--- config.mk ---
export PLATFORM = sky130hd
export DESIGN_NAME = vasim_chain_automaton
export DESIGN_NICKNAME = d
export VERILOG_FILES = /design/src/rtl/vasim_chain_automaton.sv
export SDC_FILE = /design/constraint.sdc
export NUM_CORES = 1
export LEC_CHECK = 0
export CAP_MARGIN = 20
export CORE_MARGIN = 1.5
export CORE_UTILIZATION = 45
export CTS_CLUSTER_SIZE = 28
export DETAILED_ROUTE_END_ITERATION = 8
export PLACE_DENSITY = 0.72
export SLEW_MARGIN = 20
export SYNTH_ARGS = -nofsm -noshare
export SYNTH_HDL_FRONTEND = slang
export SYNTH_SLANG_ARGS = --single-unit
--- constraint.sdc ---
create_clock -name clk -period 16.69 [get_ports clk]
set_input_delay 2.5035 -clock clk [delete_from_list [all_inputs] [get_ports clk]]
set_output_delay 2.5035 -clock clk [all_outputs]
set_load 0.005 [all_outputs]
--- src/rtl/vasim_chain_automaton.sv ---
// rtl/vasim_chain_automaton.sv - chained STE automaton with range matching and a single-entry report buffer
//
// Purpose: a linear chain of NUM_STES state-transition elements. Each STE matches the
//   current symbol against up to RANGES_PER_STE inclusive [lo,hi] slots. STE i is enabled
//   by the previous STE (or by the start mode for STE0) and optionally by its own self-loop.
//   When the last STE becomes active, the offset of the symbol that caused it is reported.
// Optional feature: define VASIM_REPORT_COUNT_EN to add the saturating report_count output.
// Ports:
//   clk, reset          clock, asynchronous active-high reset
//   run, symbols        symbol valid and symbol value
//   cfg_we, cfg_ste, cfg_range, cfg_lo, cfg_hi, cfg_en   range-table write port
//   start_type          STE0 start mode (0 none, 1 start-of-data, 2 all-input)
//   self_loop           per-STE self-edge enable
//   active              registered STE active vector
//   report_valid/ready  report handshake; report_offset carries the symbol offset
//   report_overflow     sticky lost-report flag
//   report_count        accepted-report count (VASIM_REPORT_COUNT_EN only)
module vasim_chain_automaton #(
  parameter int SYMBOL_WIDTH   = 8,
  parameter int NUM_STES       = 6,
  parameter int RANGES_PER_STE = 4,
  parameter int OFFSET_WIDTH   = 32,
  localparam int STE_IDX_W     = (NUM_STES > 1) ? $clog2(NUM_STES) : 1,
  localparam int RNG_IDX_W     = (RANGES_PER_STE > 1) ? $clog2(RANGES_PER_STE) : 1
) (
  input  logic                    clk,
  input  logic                    reset,
  input  logic                    run,
  input  logic [SYMBOL_WIDTH-1:0] symbols,
  input  logic                    cfg_we,
  input  logic [STE_IDX_W-1:0]    cfg_ste,
  input  logic [RNG_IDX_W-1:0]    cfg_range,
  input  logic [SYMBOL_WIDTH-1:0] cfg_lo,
  input  logic [SYMBOL_WIDTH-1:0] cfg_hi,
  input  logic                    cfg_en,
  input  logic [1:0]              start_type,
  input  logic [NUM_STES-1:0]     self_loop,
  output logic [NUM_STES-1:0]     active,
  output logic                    report_valid,
  input  logic                    report_ready,
  output logic [OFFSET_WIDTH-1:0] report_offset,
`ifdef VASIM_REPORT_COUNT_EN
  output logic [OFFSET_WIDTH-1:0] report_count,
`endif
  output logic                    report_overflow
);

  logic [SYMBOL_WIDTH-1:0]   lo_q     [NUM_STES][RANGES_PER_STE];
  logic [SYMBOL_WIDTH-1:0]   hi_q     [NUM_STES][RANGES_PER_STE];
  logic [RANGES_PER_STE-1:0] slot_en_q[NUM_STES];

  logic [NUM_STES-1:0]     active_q, active_d;
  logic [NUM_STES-1:0]     match, enable;
  logic [OFFSET_WIDTH-1:0] offset_q, offset_d;
  logic                    sod_q, sod_d;
  logic                    valid_q, valid_d;
  logic [OFFSET_WIDTH-1:0] rep_off_q, rep_off_d;
  logic                    ovf_q, ovf_d;
  logic                    report_event;
  logic                    cfg_hit;

  // Indices beyond the table (possible when a count is not a power of two) are dropped.
  assign cfg_hit = cfg_we
                && (32'(cfg_ste)   < 32'(NUM_STES))
                && (32'(cfg_range) < 32'(RANGES_PER_STE));

  always_ff @(posedge clk or posedge reset) begin
    if (reset) begin
      for (int s = 0; s < NUM_STES; s++) begin
        slot_en_q[s] <= '0;
        for (int r = 0; r < RANGES_PER_STE; r++) begin
          lo_q[s][r] <= '0;
          hi_q[s][r] <= '0;
        end
      end
    end else if (cfg_hit) begin
      lo_q[cfg_ste][cfg_range]      <= cfg_lo;
      hi_q[cfg_ste][cfg_range]      <= cfg_hi;
      slot_en_q[cfg_ste][cfg_range] <= cfg_en;
    end
  end

  // A slot with lo>hi can never satisfy both bounds, so it needs no special case.
  always_comb begin
    match = '0;
    for (int s = 0; s < NUM_STES; s++) begin
      for (int r = 0; r < RANGES_PER_STE; r++) begin
        if (slot_en_q[s][r] && (lo_q[s][r] <= symbols) && (symbols <= hi_q[s][r])) begin
          match[s] = 1'b1;
        end
      end
    end
  end

  always_comb begin
    enable = '0;
    case (start_type)
      2'd1:    enable[0] = sod_q;
      2'd2:    enable[0] = 1'b1;
      default: enable[0] = 1'b0;
    endcase
    enable[0] = enable[0] | (self_loop[0] & active_q[0]);
    for (int i = 1; i < NUM_STES; i++) begin
      enable[i] = active_q[i-1] | (self_loop[i] & active_q[i]);
    end
  end

  assign active_d     = run ? (enable & match) : active_q;
  assign offset_d     = run ? (offset_q + 1'b1) : offset_q;
  // Start-of-data stays armed until the first symbol actually consumed after reset.
  assign sod_d        = run ? 1'b0 : sod_q;
  assign report_event = run & active_d[NUM_STES-1];

  // The reported offset is the counter value before this cycle's increment,
  // i.e. the offset of the symbol that completed the chain.
  always_comb begin
    valid_d   = valid_q;
    rep_off_d = rep_off_q;
    ovf_d     = ovf_q;
    if (report_event) begin
      if (!valid_q || report_ready) begin
        valid_d   = 1'b1;
        rep_off_d = offset_q;
      end else begin
        ovf_d = 1'b1;
      end
    end else if (valid_q && report_ready) begin
      valid_d = 1'b0;
    end
  end

  always_ff @(posedge clk or posedge reset) begin
    if (reset) begin
      active_q  <= '0;
      offset_q  <= '0;
      sod_q     <= 1'b1;
      valid_q   <= 1'b0;
      rep_off_q <= '0;
      ovf_q     <= 1'b0;
    end else begin
      active_q  <= active_d;
      offset_q  <= offset_d;
      sod_q     <= sod_d;
      valid_q   <= valid_d;
      rep_off_q <= rep_off_d;
      ovf_q     <= ovf_d;
    end
  end

`ifdef VASIM_REPORT_COUNT_EN
  logic [OFFSET_WIDTH-1:0] count_q, count_d;

  assign count_d = (valid_q && report_ready && (count_q != '1)) ? (count_q + 1'b1) : count_q;

  always_ff @(posedge clk or posedge reset) begin
    if (reset) begin
      count_q <= '0;
    end else begin
      count_q <= count_d;
    end
  end

  assign report_count = count_q;
`endif

  assign active          = active_q;
  assign report_valid    = valid_q;
  assign report_offset   = rep_off_q;
  assign report_overflow = ovf_q;

endmodule

## Yosys cells after proc, flatten, opt, wreduce, memory -nomap -nowiden

Cells that the tools add are included.

- Input bits: 43
- Register bits after elaboration: 481

- Equality and inequality tests: 3
- Magnitude comparators: 55
- Reduce and logical (&&, ||, !) cells: 59
- Bitwise gates (word level): 17
- Mux-type cells: 40
- Add/subtract/negate cells: 1

Operators by type and width:

| cell | number |
|---|---|
| $bwmux 192 | 2 |
| $le 8x8->1 | 48 |
| $demux 32 s3 | 1 |
| $logic_and 1x1->1 | 53 |
| $add 32x1->32 const B | 1 |
| $mux 32 | 1 |
| $mux 1 | 28 |
| $bwmux 24 | 1 |
| $demux 8 s2 | 1 |
| $demux 4 s3 | 1 |
| $mux 8 | 1 |
| $and 1x1->1 | 7 |
| $and 6x6->6 | 1 |
| $mux 6 | 1 |
| $or 1x1->1 | 6 |
| $reduce_and 2->1 | 3 |
| $ge 4x4->1 const B | 1 |
| $lt 4x1->1 const B | 1 |
| $mux 4 | 1 |
| $not 3->4 | 1 |
| $ge 3x3->1 const B | 1 |
| $lt 2x3->1 const B | 1 |
| $lt 3x1->1 const B | 1 |
| $lt 3x3->1 const B | 1 |
| 11 further kinds | 11 |

## Logic depth before layout (Yosys ltp)

- Depth in word-level cells: 12
- Mapped depth: 10

## Worst setup path before layout

No wires, ideal clock.

- Kind: input to register
- Start: input port symbols[1]
- End: register rep_off_q[0] (netlist: report_offset[0])
- Slack: 11.904 ns
- Required time: 16.565 ns
- Buffers on the path: 1
- Cell stages on the path: 10
- Arrival time: 4.661 ns
- Library setup time: 0.125 ns
- Path through: inv_1 > ha_1 > nor2b_1 > o211a_1 > o21ai_0 > nand4_1 > a41oi_2 > nand2_2 > buf_6 > mux2_4

- Word-level cells in the longest chain between the ends: 11

RTL lines:

| element | line | text |
|---|---|---|
| start: declaration | 29 | `input logic [SYMBOL_WIDTH-1:0] symbols,` |
| $le 8x8->1 | 88 | `if (slot_en_q[s][r] && (lo_q[s][r] <= symbols) && (symbols <= hi_q[s][r])) begin` |
| $logic_and 1x1->1 (2 in series) | 88 |  |
| $mux 1 (3 in series) | 88 |  |
| $mux 1 * | 88 |  |
| $and 6x6->6 * | 108 | `assign active_d = run ? (enable & match) : active_q;` |
| $mux 6 * | 108 |  |
| $and 1x1->1 * | 112 | `assign report_event = run & active_d[NUM_STES-1];` |
| $reduce_and 2->1 (no line) * | n/a |  |
| end signal: assignment | 145 | `rep_off_q <= rep_off_d;` |
| end: declaration | 57 | `logic [OFFSET_WIDTH-1:0] rep_off_q, rep_off_d;` |

Every way passes the cells marked *; elsewhere a longest branch is shown, timed or not.
A chain may end at the register's enable or synchronous reset.

## Worst setup path in the final report

- Start: input port symbols[5]
- End: register rep_off_q[9] (netlist: report_offset[9])

The elaborated chain is that of the path after synthesis.

==> summary by stage <==
Status
The flow ran to the end, and the final reports show no timing, DRC or antenna violations.

Power and ir drop
The share of total power consumed by net switching is 29.6%. Of the total power, the clock network draws 33.9%. The areal power density over the cells is 111 nW/um^2. The net switching power of the design is between 0.001 and 0.0015 W. The leakage power is 15.1 nW. The sum of internal, switching and leakage power is about 0.0034 W. The worst supply voltage drop on vdd is a little under 0.08 mV. The internal portion of the total power is between 0.002 and 0.0025 W. In this run, the combinational gates consume around 23% of the power. The share of total power dissipated in sequential elements is a little over two fifths.

Placed design
The placer congestion estimate is ~0.86. Summing all placed instances gives a cell area of 29100 sq um. The count of buffers added on input and output ports is 82. Once detailed placement completed, the half-perimeter wirelength came to between 40000 and 50000 um.

Synthesis
The synthesized instance count is 2383. The most frequently used cell type in the post-synthesis netlist is sky130_fd_sc_hd__dfrtp_1. The post-synthesis cell type count is 60. The proportion of synthesized flip-flops having asynchronous set or reset is 100%. The area share of the largest cell type after synthesis is between 40 and 50%.

The synthesized design contains 0 enable-type register cells. The synthesized area divided by synthesized cell count is between 10 and 15 sq um. Of all cell types, the one taking the most synthesized area is sky130_fd_sc_hd__dfrtp_1. By count the netlist is led by sky130_fd_sc_hd__dfrtp_1, sky130_fd_sc_hd__ha_1, sky130_fd_sc_hd__mux2_2.

The number of warnings reported in the yosys synthesis log is 0. By area the synthesized netlist is led by sky130_fd_sc_hd__dfrtp_1, sky130_fd_sc_hd__ha_1, sky130_fd_sc_hd__mux2_2. The sequential element share of the synthesized area is between 40% and 50%. Summing every instance area after synthesis gives between 20000 and 30000 sq um.

The total nets after synthesis is 2813. The number of synthesized register bits is approximately 480. The most used flip-flop cell after synthesis is sky130_fd_sc_hd__dfrtp_1.

Drt
Dividing the detail-routed wire length by the instance count gives 20.8 um. The number of search-and-repair iterations in the first detailed-routing pass is 5. The count of antenna-violating nets left after detailed routing is 0. Summing over every cut layer, the via total after detailed routing is roughly 19000. The remaining routing DRC violations is 0. The final layout contains routed wiring with a total length of 68800 um.

The vias per cell is 5.73. The violation count after the first detailed-routing iteration is ~1200.

Floorplanning
Measured along the y axis, the die boundary spans about 250 um. The total number of placement rows is 90. The total area inside the core boundary comes to 60200 sq um. The die covers about 62000 sq um. From left edge to right edge, the die measures around 250 um.

For this configuration, the core starts out at a cell density of a little under half. For this design the top-level I/O count stands at 83.

Critical path
The critical path goes through clkdlybuf4s50_1 -> buf_4 -> inv_1 -> buf_16 -> ha_1 -> nand4_1 -> nor2_1 -> a211o_1 -> nand4_1 -> a41oi_2 -> nand2_2 -> mux2_4. The startpoint-to-endpoint class of the critical path is in2reg. On the worst path, the slowest cell contributes a delay of 700 ps.

The most numerous cell type found on the critical path is sky130_fd_sc_hd__nand4_1. STA classifies the critical path startpoint as an input port. The data arrival time of the critical path is 6640 ps. Among cell families on the critical path, the largest total delay comes from buffers and inverters. For this design, the slowest cell found on the critical path is sky130_fd_sc_hd__nand2_2. For the worst setup path, the data required time is about 17000 ps.

The critical path contains buffers and inverters numbering 4 combined. The highest fanout seen on the critical path is 32. STA classifies the critical path endpoint as a flop.

Global route
Summed over all layers, the global routing overflow is 0. The initial antenna violation count is 2. The via count of the first global-routing pass came to roughly 20000. The global-route wire length before repair is approximately 110000 um.

Global routing consumed, over all layers together, about 22% of the routing resources. Entering global routing, the biggest net connects around 130 pins.

Clock network
The H-tree was split into 2 levels. Buffers inserted during clock tree synthesis total 52. The number of gates resized after cts is 0. In this run, post-CTS hold repair placed 0 buffers. The insertion delay of the later-clocked pin in the worst-skew pair is ~600 ps. Counting along the longest clock path gives a buffer depth of 3.

Buffers added to address setup during post-CTS repair amount to 0. After clock tree synthesis, the clock-pin slew on the worst setup and hold paths is 60 ps. Counting every sink on the clock net gives 481. TritonCTS built the clock tree. The tree is rooted in a sky130_fd_sc_hd__clkbuf_16.

Final layout
The area overhead of the layout relative to synthesis is 12.4%. After routing the design area is about 31000 sq um. Of the cells placed in the final design, the portion with a size suffix greater than 1 is between 20 and 25%.

0 antenna diodes ended up in the layout. The layout has ~5100 filler cells. The number of nets in the final layout is about 2900.

Timing
The final max-slew violation count is 0. At the pin with the least slew margin, the transition time is ~1100 ps. The final count of hold timing violations is 0. The worst-case clock skew is 21.2 ps. In this run the tightest slew margin relative to its limit is between 20 and 30%.

The worst path uses roughly 37% of the clock period. The aggregate negative setup slack is 0 ps. Setup repair after global routing left no endpoint under its margin. Timing would allow up to ~0.16 GHz.

The worst path needs approximately 6200 ps of the cycle, external delays included. The number of setup violations in the final report is 0.

Hold path
The path class of the lowest-slack min-delay path is reg2reg.

Flow run
The tool flagged a number of max-cap violations equal to 0.
## final timing paths
kind                              start          endpoint  slack (ps)  depth (start not counted)
setup / recovery             symbols[5]  report_offset[9]       10520                         12
min in group asynchronous         reset          lo_q[93]        2450                          2
hold reg to reg            offset_q[31]      offset_q[31]         490                          1
max in group asynchronous         reset      offset_q[29]       12120                          4
setup reg to reg               hi_q[25]  report_offset[9]       13390                          9
hold / removal             offset_q[31]      offset_q[31]         490                          1
## metal layers
metal | GRT usage, % | wire (um) | vias to the layer above
li1 | - | - | 8733
met1 | 30.1 | 30700 | 9596
met2 | 37.3 | 32600 | 445
met3 | 3.43 | 3590 | 132
met4 | 7.32 | 1910 | 2
met5 | 0 | 13 | -
## worst reg2reg max path: stages, from the launching register on
cell	delay (ps)
sky130_fd_sc_hd__dfrtp_1	360
sky130_fd_sc_hd__inv_1	80
sky130_fd_sc_hd__ha_1	260
sky130_fd_sc_hd__nor2b_1	140
sky130_fd_sc_hd__o211a_1	190
sky130_fd_sc_hd__o21ai_0	270
sky130_fd_sc_hd__nand4_1	170
sky130_fd_sc_hd__a41oi_2	420
sky130_fd_sc_hd__nand2_2	710
sky130_fd_sc_hd__mux2_4	560
## cell usage in the layout (no fill, tap or decap), types with 36 or more instances in the layout
cell type	synthesis	layout
sky130_fd_sc_hd__a21oi_1	135	135
sky130_fd_sc_hd__buf_4	1	36
sky130_fd_sc_hd__clkbuf_16	0	53
sky130_fd_sc_hd__clkdlybuf4s50_1	0	72
sky130_fd_sc_hd__dfrtp_1	480	480
sky130_fd_sc_hd__ha_1	387	387
sky130_fd_sc_hd__inv_1	218	217
sky130_fd_sc_hd__mux2_2	363	363
sky130_fd_sc_hd__nand2_1	127	127
sky130_fd_sc_hd__nand4_1	96	96
sky130_fd_sc_hd__nor2b_1	59	58
sky130_fd_sc_hd__o21ai_0	133	133
## state kept, by name, indices dropped and copies added (netlist names)
| name | cells |
|---|---|
| sod_q | 1 |
| report_overflow | 1 |
| report_offset | 32 |
| lo_q | 192 |
| hi_q | 192 |
| report_valid | 1 |
| offset_q | 32 |
| active | 6 |
| slot_en_q | 24 |
## metrics by stage
step | hold slack [ps] | setup WS (ps) | util (%) | std cells
2_1_floorplan | 446 | 767 | - | 2383
3_3_place_gp | 468 | 9730 | 48.2 | 3205
5_1_grt | 501 | 10270 | 51.0 | 3301
4_1_cts | 488 | 10490 | 51.0 | 3301
6_report | 487 | 10520 | 51.0 | 3301
3_5_place_dp | 478 | 9900 | 48.2 | 3206
## power groups by stage
stage          clock network, W  logic (W)  registers, W
6_report                0.00115   0.000782       0.00146
3_5_place_dp                  0   0.000778       0.00148
3_3_place_gp                  0   0.000723       0.00147
2_1_floorplan                 0   0.000563       0.00145
5_1_grt                 0.00122   0.000886       0.00149
4_1_cts                 0.00118   0.000784       0.00146
## cell type report
| type | count | area [sq um] | area share, % |
|---|---|---|---|
| Inverter | 218 | 826 | 2.69 |
| Multi-Input combinational cell | 1605 | 14100 | 45.9 |
| Clock buffer | 82 | 1590 | 5.16 |
| Timing Repair Buffer | 120 | 1080 | 3.51 |
| Clock inverter | 13 | 109 | 0.354 |
| Sequential cell | 481 | 12000 | 39.2 |
| Tap cell | 782 | 978 | 3.18 |
## logic make-up after synthesis
group	synth area share [%]
compound gates	8.33
xor+xnor	0.993
fa+ha+maj	17.7
buf+inv	4.32
flops	44.0
mux	16.6
simple gates	7.98
(Power assumes the default switching activity.)
==> patch 1, RTL diff (same flow settings) <==
Set the parameter `NUM_STES` to 8 (it was 6).
--- a/src/rtl/vasim_chain_automaton.sv
+++ b/src/rtl/vasim_chain_automaton.sv
@@ -19,3 +19,3 @@
   parameter int SYMBOL_WIDTH   = 8,
-  parameter int NUM_STES       = 6,
+  parameter int NUM_STES       = 8,
   parameter int RANGES_PER_STE = 4,
Interface: changed (resized active and self_loop); port bits go from 83 to 87. No check against the original RTL was run, so the function may have changed too.
==> patch 1 against the original RTL <==
Worst hold slack gained 0.0042 ns. Power grew 36%. Cell area grew 29%. Sequential share of layout area is essentially flat. Clock power grew 36%. Worst setup slack gained 0.27 ns. Sequential power grew 32%. Wire length grew 24%. Synthesized area grew 30%. Non-clock buffer count grew 1. Global-route usage shrank 0.92 points. First-iteration DRC count grew 12%. Utilization shrank 0.070 points. Sequential cell count grew 138. Critical path type unchanged. Highest routed layer is now met4.
==> patch 1: results (changes against the original RTL) <==
Place
  • DP Area: 0.0373 sq mm (+28%)
  • Port Buffers: 86 (+4.9%)
  • Pre-CTS setup slack: 10.16 ns (+0.264 ns)
  • HPWL Detailed: 53300 microns (+18%)
  • RePlAce Congestion: 0.826 (-4.0%)

STA
  • Final Skew: 0.0234 ns (+0.00214 ns)
  • Slew HR: 25.9% (-3.0 points)
  • Fmax: 0.169 GHz (+4.5%)
  • Final Hold Slack: 0.491 ns (+0.00416 ns)

Drt
  • Final WL: 85400 microns (+24%)
  • Total number of vias: 24400 (+29%)
  • DRT iter0 DRCs: 1380 (+12%)
  • First-pass DRT Iterations: 5 (unchanged)

Synth
  • Asr flop ratio synth: 100% (unchanged)
  • Top FF cell, synth: dfrtp_1
  • Register area share after synthesis: 43.7% (-0.38 points)
  • Yosys cell types: 55 (-8.3%)
  • Yosys warnings: 0 (unchanged)
  • Commonest cells post-synth: dfrtp_1 (618), ha_1 (515), mux2_2 (419)
  • Leading post-synthesis cells by cell area: dfrtp_1 (44%), ha_1 (18%), mux2_2 (13%)
  • Syn_nets: 3766 (+34%)

Worst hold path
  • HP Class: reg2reg

Cells and area
  • Share of cells above drive strength 1: 20.0% (-1.5 points)
  • Regs by FF count: hi_q x256, lo_q x256

Worst setup path
  • Worst R2R Setup Slack: 13.70 ns (+0.31 ns)
  • Critical Path AT: 6.38 ns (-0.26 ns)
  • Max FO, Critical Path: 33 (+3.1%)
  • Max stage delay on crit path: 0.64 ns (-0.06 ns)
  • Crit-path slowest cell: nand2_2

Status
  • Outcome: completed

Clock network
  • TritonCTS buffer count: 70 (+35%)
  • Root Driver: clkbuf_16
  • Post-cts gate resize count: 0 (unchanged)
  • Clk_lat worst skew: 0.62 ns
  • Htree depth: 3 (+1)
  • CTS max path bufs: 3 (unchanged)
  • Post-CTS setup buffer count: 0 (unchanged)
  • Register clock-pin slew on the reported worst setup and hold paths: 0.06 ns (about the same)

Global route
  • Pin count of the biggest net entering global routing: 177 (+35%)
  • Initial antenna violation count: 0 (-2)
  • GRT Total Usage: 21.5% (-0.92 points)
  • Vias in the first global route: 24900 (+24%)
  • First-pass GRT wire length: 138000 microns (+26%)

Power
  • Max VDD drop: 0.0755 mV (-3.5%)
  • Leak pwr: 0.0192 uW (+28%)
## patch 1: metrics by stage
step	total power (uW)	cells	util, %
2_1_floorplan	2750	3206	-
3_3_place_gp	3010	4255	48.0
3_5_place_dp	3070	4255	48.0
4_1_cts	4640	4381	50.9
5_1_grt	4900	4381	51.0
6_report	4610	4382	51.0
## patch 1: power by group
part | internal (uW) | switching [uW]
clock network | 914 | 645
registers | 1790 | 147
logic | 533 | 582
total | 3230 | 1370
## patch 1: kinds of logic after synthesis
kind of cell | after synthesis | share of synthesized area (%)
buffers and inverters | 405 | 4.56
DFF | 619 | 43.7
adders and majority gates | 515 | 18.2
AOI/OAI and AO/OA | 581 | 9.30
muxes | 449 | 14.6
xor gates and xnor gates | 31 | 0.765
and+or+nand+nor | 606 | 9.00
## patch 1: critical path: cells and delay by family
family,cells,cell delay (ns)
buffers and inverters,3,1.23
AND/OR/NAND/NOR,3,0.88
AO/OA/AOI/OAI,3,0.63
adder cells (fa/ha/maj),1,0.54
multiplexers,1,0.52
## patch 1: final cells by class
class / instances / area (sq um)
antenna: 1 / 2.50
clock inverter: 25 / 243
timing repair buffer: 121 / 1010
tap: 1040 / 1300
clock buffer: 101 / 2070
sequential: 619 / 15500
fill: 6796 / 38100
multi-input combinational: 2182 / 18400
inverter: 293 / 1100
## patch 1: layer usage
metal	vias to the layer above	GRT usage, %	part of all wire [%]
met5	-	0	0
li1	11600	-	-
met3	158	3.12	4.1
met1	12200	29.7	47
met4	0	6.62	2.9
met2	483	34.9	46
## patch 1: final timing paths
| path | startpoint | end | cells after the start |
|---|---|---|---|
| max in group asynchronous | reset | lo_q[175] | 5 |
| worst max-delay path | symbols[3] | report_offset[22] | 11 |
| worst min-delay path | offset_q[31] | offset_q[31] | 1 |
| min in group asynchronous | reset | hi_q[229] | 2 |
| worst max register to register | hi_q[17] | report_offset[22] | 9 |
| worst min register to register | offset_q[31] | offset_q[31] | 1 |
==> patch 2, RTL diff (same flow settings) <==
Without the edit above. Put one more register stage on the output `report_overflow`, with the module's reset. The value now appears one clock later. The other outputs are not delayed to match.
--- a/src/rtl/vasim_chain_automaton.sv
+++ b/src/rtl/vasim_chain_automaton.sv
@@ -168,3 +168,9 @@
   assign report_offset   = rep_off_q;
-  assign report_overflow = ovf_q;
+  always_ff @(posedge clk or posedge reset) begin
+    if (reset) begin
+      report_overflow <= '0;
+    end else begin
+      report_overflow <= ovf_q;
+    end
+  end
 
Function: not settled (the Yosys comparison gave no result); the edit may change what the design does.
==> patch 2 against the original RTL <==
Sequential share of layout area is 0.075 points lower. Register-to-register slack improved by 0.19 ns. Combinational power about the same. Cell area rose by 0.40%. Wire length increased by 1.3%. Power grew 1.7%. Largest cell class unchanged. Worst setup slack better by 0.20 ns. Global-route usage is 0.097 points higher. Die area about the same. Sequential cell count is 1 higher. Utilization is 0.20 points higher. Synthesized area is essentially flat. Count of clock-buffer cells in the layout shrank 5.
==> patch 2: results (changes against the original RTL) <==
Clock network
  • Root Driver: clkbuf_16
  • Post-CTS setup buffer count: 0 (unchanged)
  • Clk_lat worst skew: 0.63 ns (+0.02 ns)
  • Post-cts gate resize count: 0 (unchanged)
  • Htree depth: 2 (unchanged)
  • CTS max path bufs: 3 (unchanged)
  • TritonCTS buffer count: 52 (unchanged)
  • Register clock-pin slew on the reported worst setup and hold paths: 0.06 ns (about the same)

Drt
  • Top sig layer: met5
  • Final WL: 69700 microns (+1.3%)
  • Vias per cell: 5.78 (+0.85%)
  • DRT iter0 DRCs: 1356 (+9.9%)
  • Metal-1 WL: 30000 microns (-2.1%)
  • First-pass DRT Iterations: 5 (unchanged)
  • Metal3 WL: 4550 microns (+27%)
  • Met2 routed WL: 32500 microns (-0.36%)

STA
  • Slew HR: 29.1% (+0.17 points)
  • Final Skew: 0.0428 ns (+0.0215 ns)

Global route
  • Vias in the first global route: 19800 (-1.2%)
  • Pin count of the biggest net entering global routing: 133 (+1.5%)
  • First-pass GRT wire length: 110000 microns (-0.10%)
  • Initial antenna violation count: 6 (+4)
  • Met2 Use GR: 37.0% (-0.32 points)
  • GRT Total Usage: 22.6% (+0.097 points)
  • Met3 GRT Util: 3.47% (+0.042 points)
  • Met1 Usage GRT: 30.0% (-0.090 points)

Place
  • Port Buffers: 82 (unchanged)
  • RePlAce Congestion: 0.866 (+0.70%)
  • HPWL Detailed: 45500 microns (+0.61%)
  • DP Area: 0.0291 sq mm (about the same)

Worst setup path
  • Worst R2R Setup Slack: 13.58 ns (+0.19 ns)
  • Setup crit end kind: flop
  • CP top delay family: buffers and inverters
  • Critical Path AT: 6.46 ns (-0.18 ns)
  • Critical path origin: symbols[0]
  • RR Endpoint: report_offset[27]
  • Max stage delay on crit path: 0.67 ns (-0.03 ns)
  • Max FO, Critical Path: 32 (unchanged)
  • Crit-path slowest cell: nand2_2
  • Register-to-Register Path Depth: 9 (unchanged)
  • FF-to-FF Start: hi_q[17]

Status
  • Outcome: completed

Synth
  • Leading post-synthesis cells by cell area: dfrtp_1 (44%), ha_1 (18%), mux2_2 (15%)
  • Asr flop ratio synth: 100% (unchanged)
  • Yosys cell types: 60 (unchanged)
  • Syn_nets: 2814 (+0.036%)
  • Yosys warnings: 0 (unchanged)
  • Commonest cells post-synth: dfrtp_1 (481), ha_1 (387), mux2_2 (363)
  • Register area share after synthesis: 44.1% (+0.051 points)

Cells and area
  • Regs by FF count: hi_q x192, lo_q x192
  • Final #Nets: 2911 (+0.10%)
  • Share of cells above drive strength 1: 21.7% (+0.22 points)

Power
  • Leak pwr: 0.0151 uW (+0.29%)
  • Max VDD drop: 0.0774 mV (-1.2%)

Worst hold path
  • HP Class: reg2reg
patch 2: changes by cell type after synthesis:
cell / delta
dfrtp_1: +1
patch 2: cell families after synthesis:
group | synth area share [%]
DFF | 44.1
buffers and inverters | 4.32
and+or+nand+nor | 7.97
adders and majority gates | 17.7
muxes | 16.6
AOI/OAI and AO/OA | 8.33
xor gates and xnor gates | 0.992
patch 2: final cells by class:
cell class | instances | area (sq um)
fillers | 5139 | 29400
multi-input cells | 1605 | 14100
flip-flops and latches | 482 | 12100
clock buffers | 77 | 1540
repair buffers | 122 | 1080
well taps | 782 | 978
inverters | 218 | 826
clock inverters | 17 | 244
diodes | 1 | 2.50
patch 2: worst min path at each step:
stage / to / depth (start not counted) / start
after floorplan: report_overflow / 0 / ovf_q
after global routing: report_overflow / 0 / ovf_q
after CTS: report_overflow / 0 / ovf_q
after global placement: report_overflow / 0 / ovf_q
after detailed placement: report_overflow / 0 / ovf_q
final: report_overflow / 0 / ovf_q
patch 2: per-stage QoR:
| step | total power [uW] | instances | hold WS (ns) | util [%] | setup WS (ns) |
|---|---|---|---|---|---|
| 6_report | 3460 | 3304 | 0.373 | 51.2 | 10.72 |
| 5_1_grt | 3650 | 3303 | 0.388 | 51.2 | 10.58 |
| 4_1_cts | 3470 | 3302 | 0.382 | 51.2 | 10.69 |
| 3_5_place_dp | 2260 | 3208 | 0.369 | 48.2 | 10.07 |
| 3_3_place_gp | 2200 | 3208 | 0.365 | 48.3 | 10.19 |
| 2_1_floorplan | 2020 | 2384 | 0.355 | - | 0.739 |
patch 2: power by group:
group / total, uW / leakage, uW / internal (uW) / switching [uW]
Clock: 1200 / 0.000872 / 714 / 491
Sequential: 1470 / 0.00623 / 1360 / 107
Combinational: 785 / 0.00799 / 370 / 416
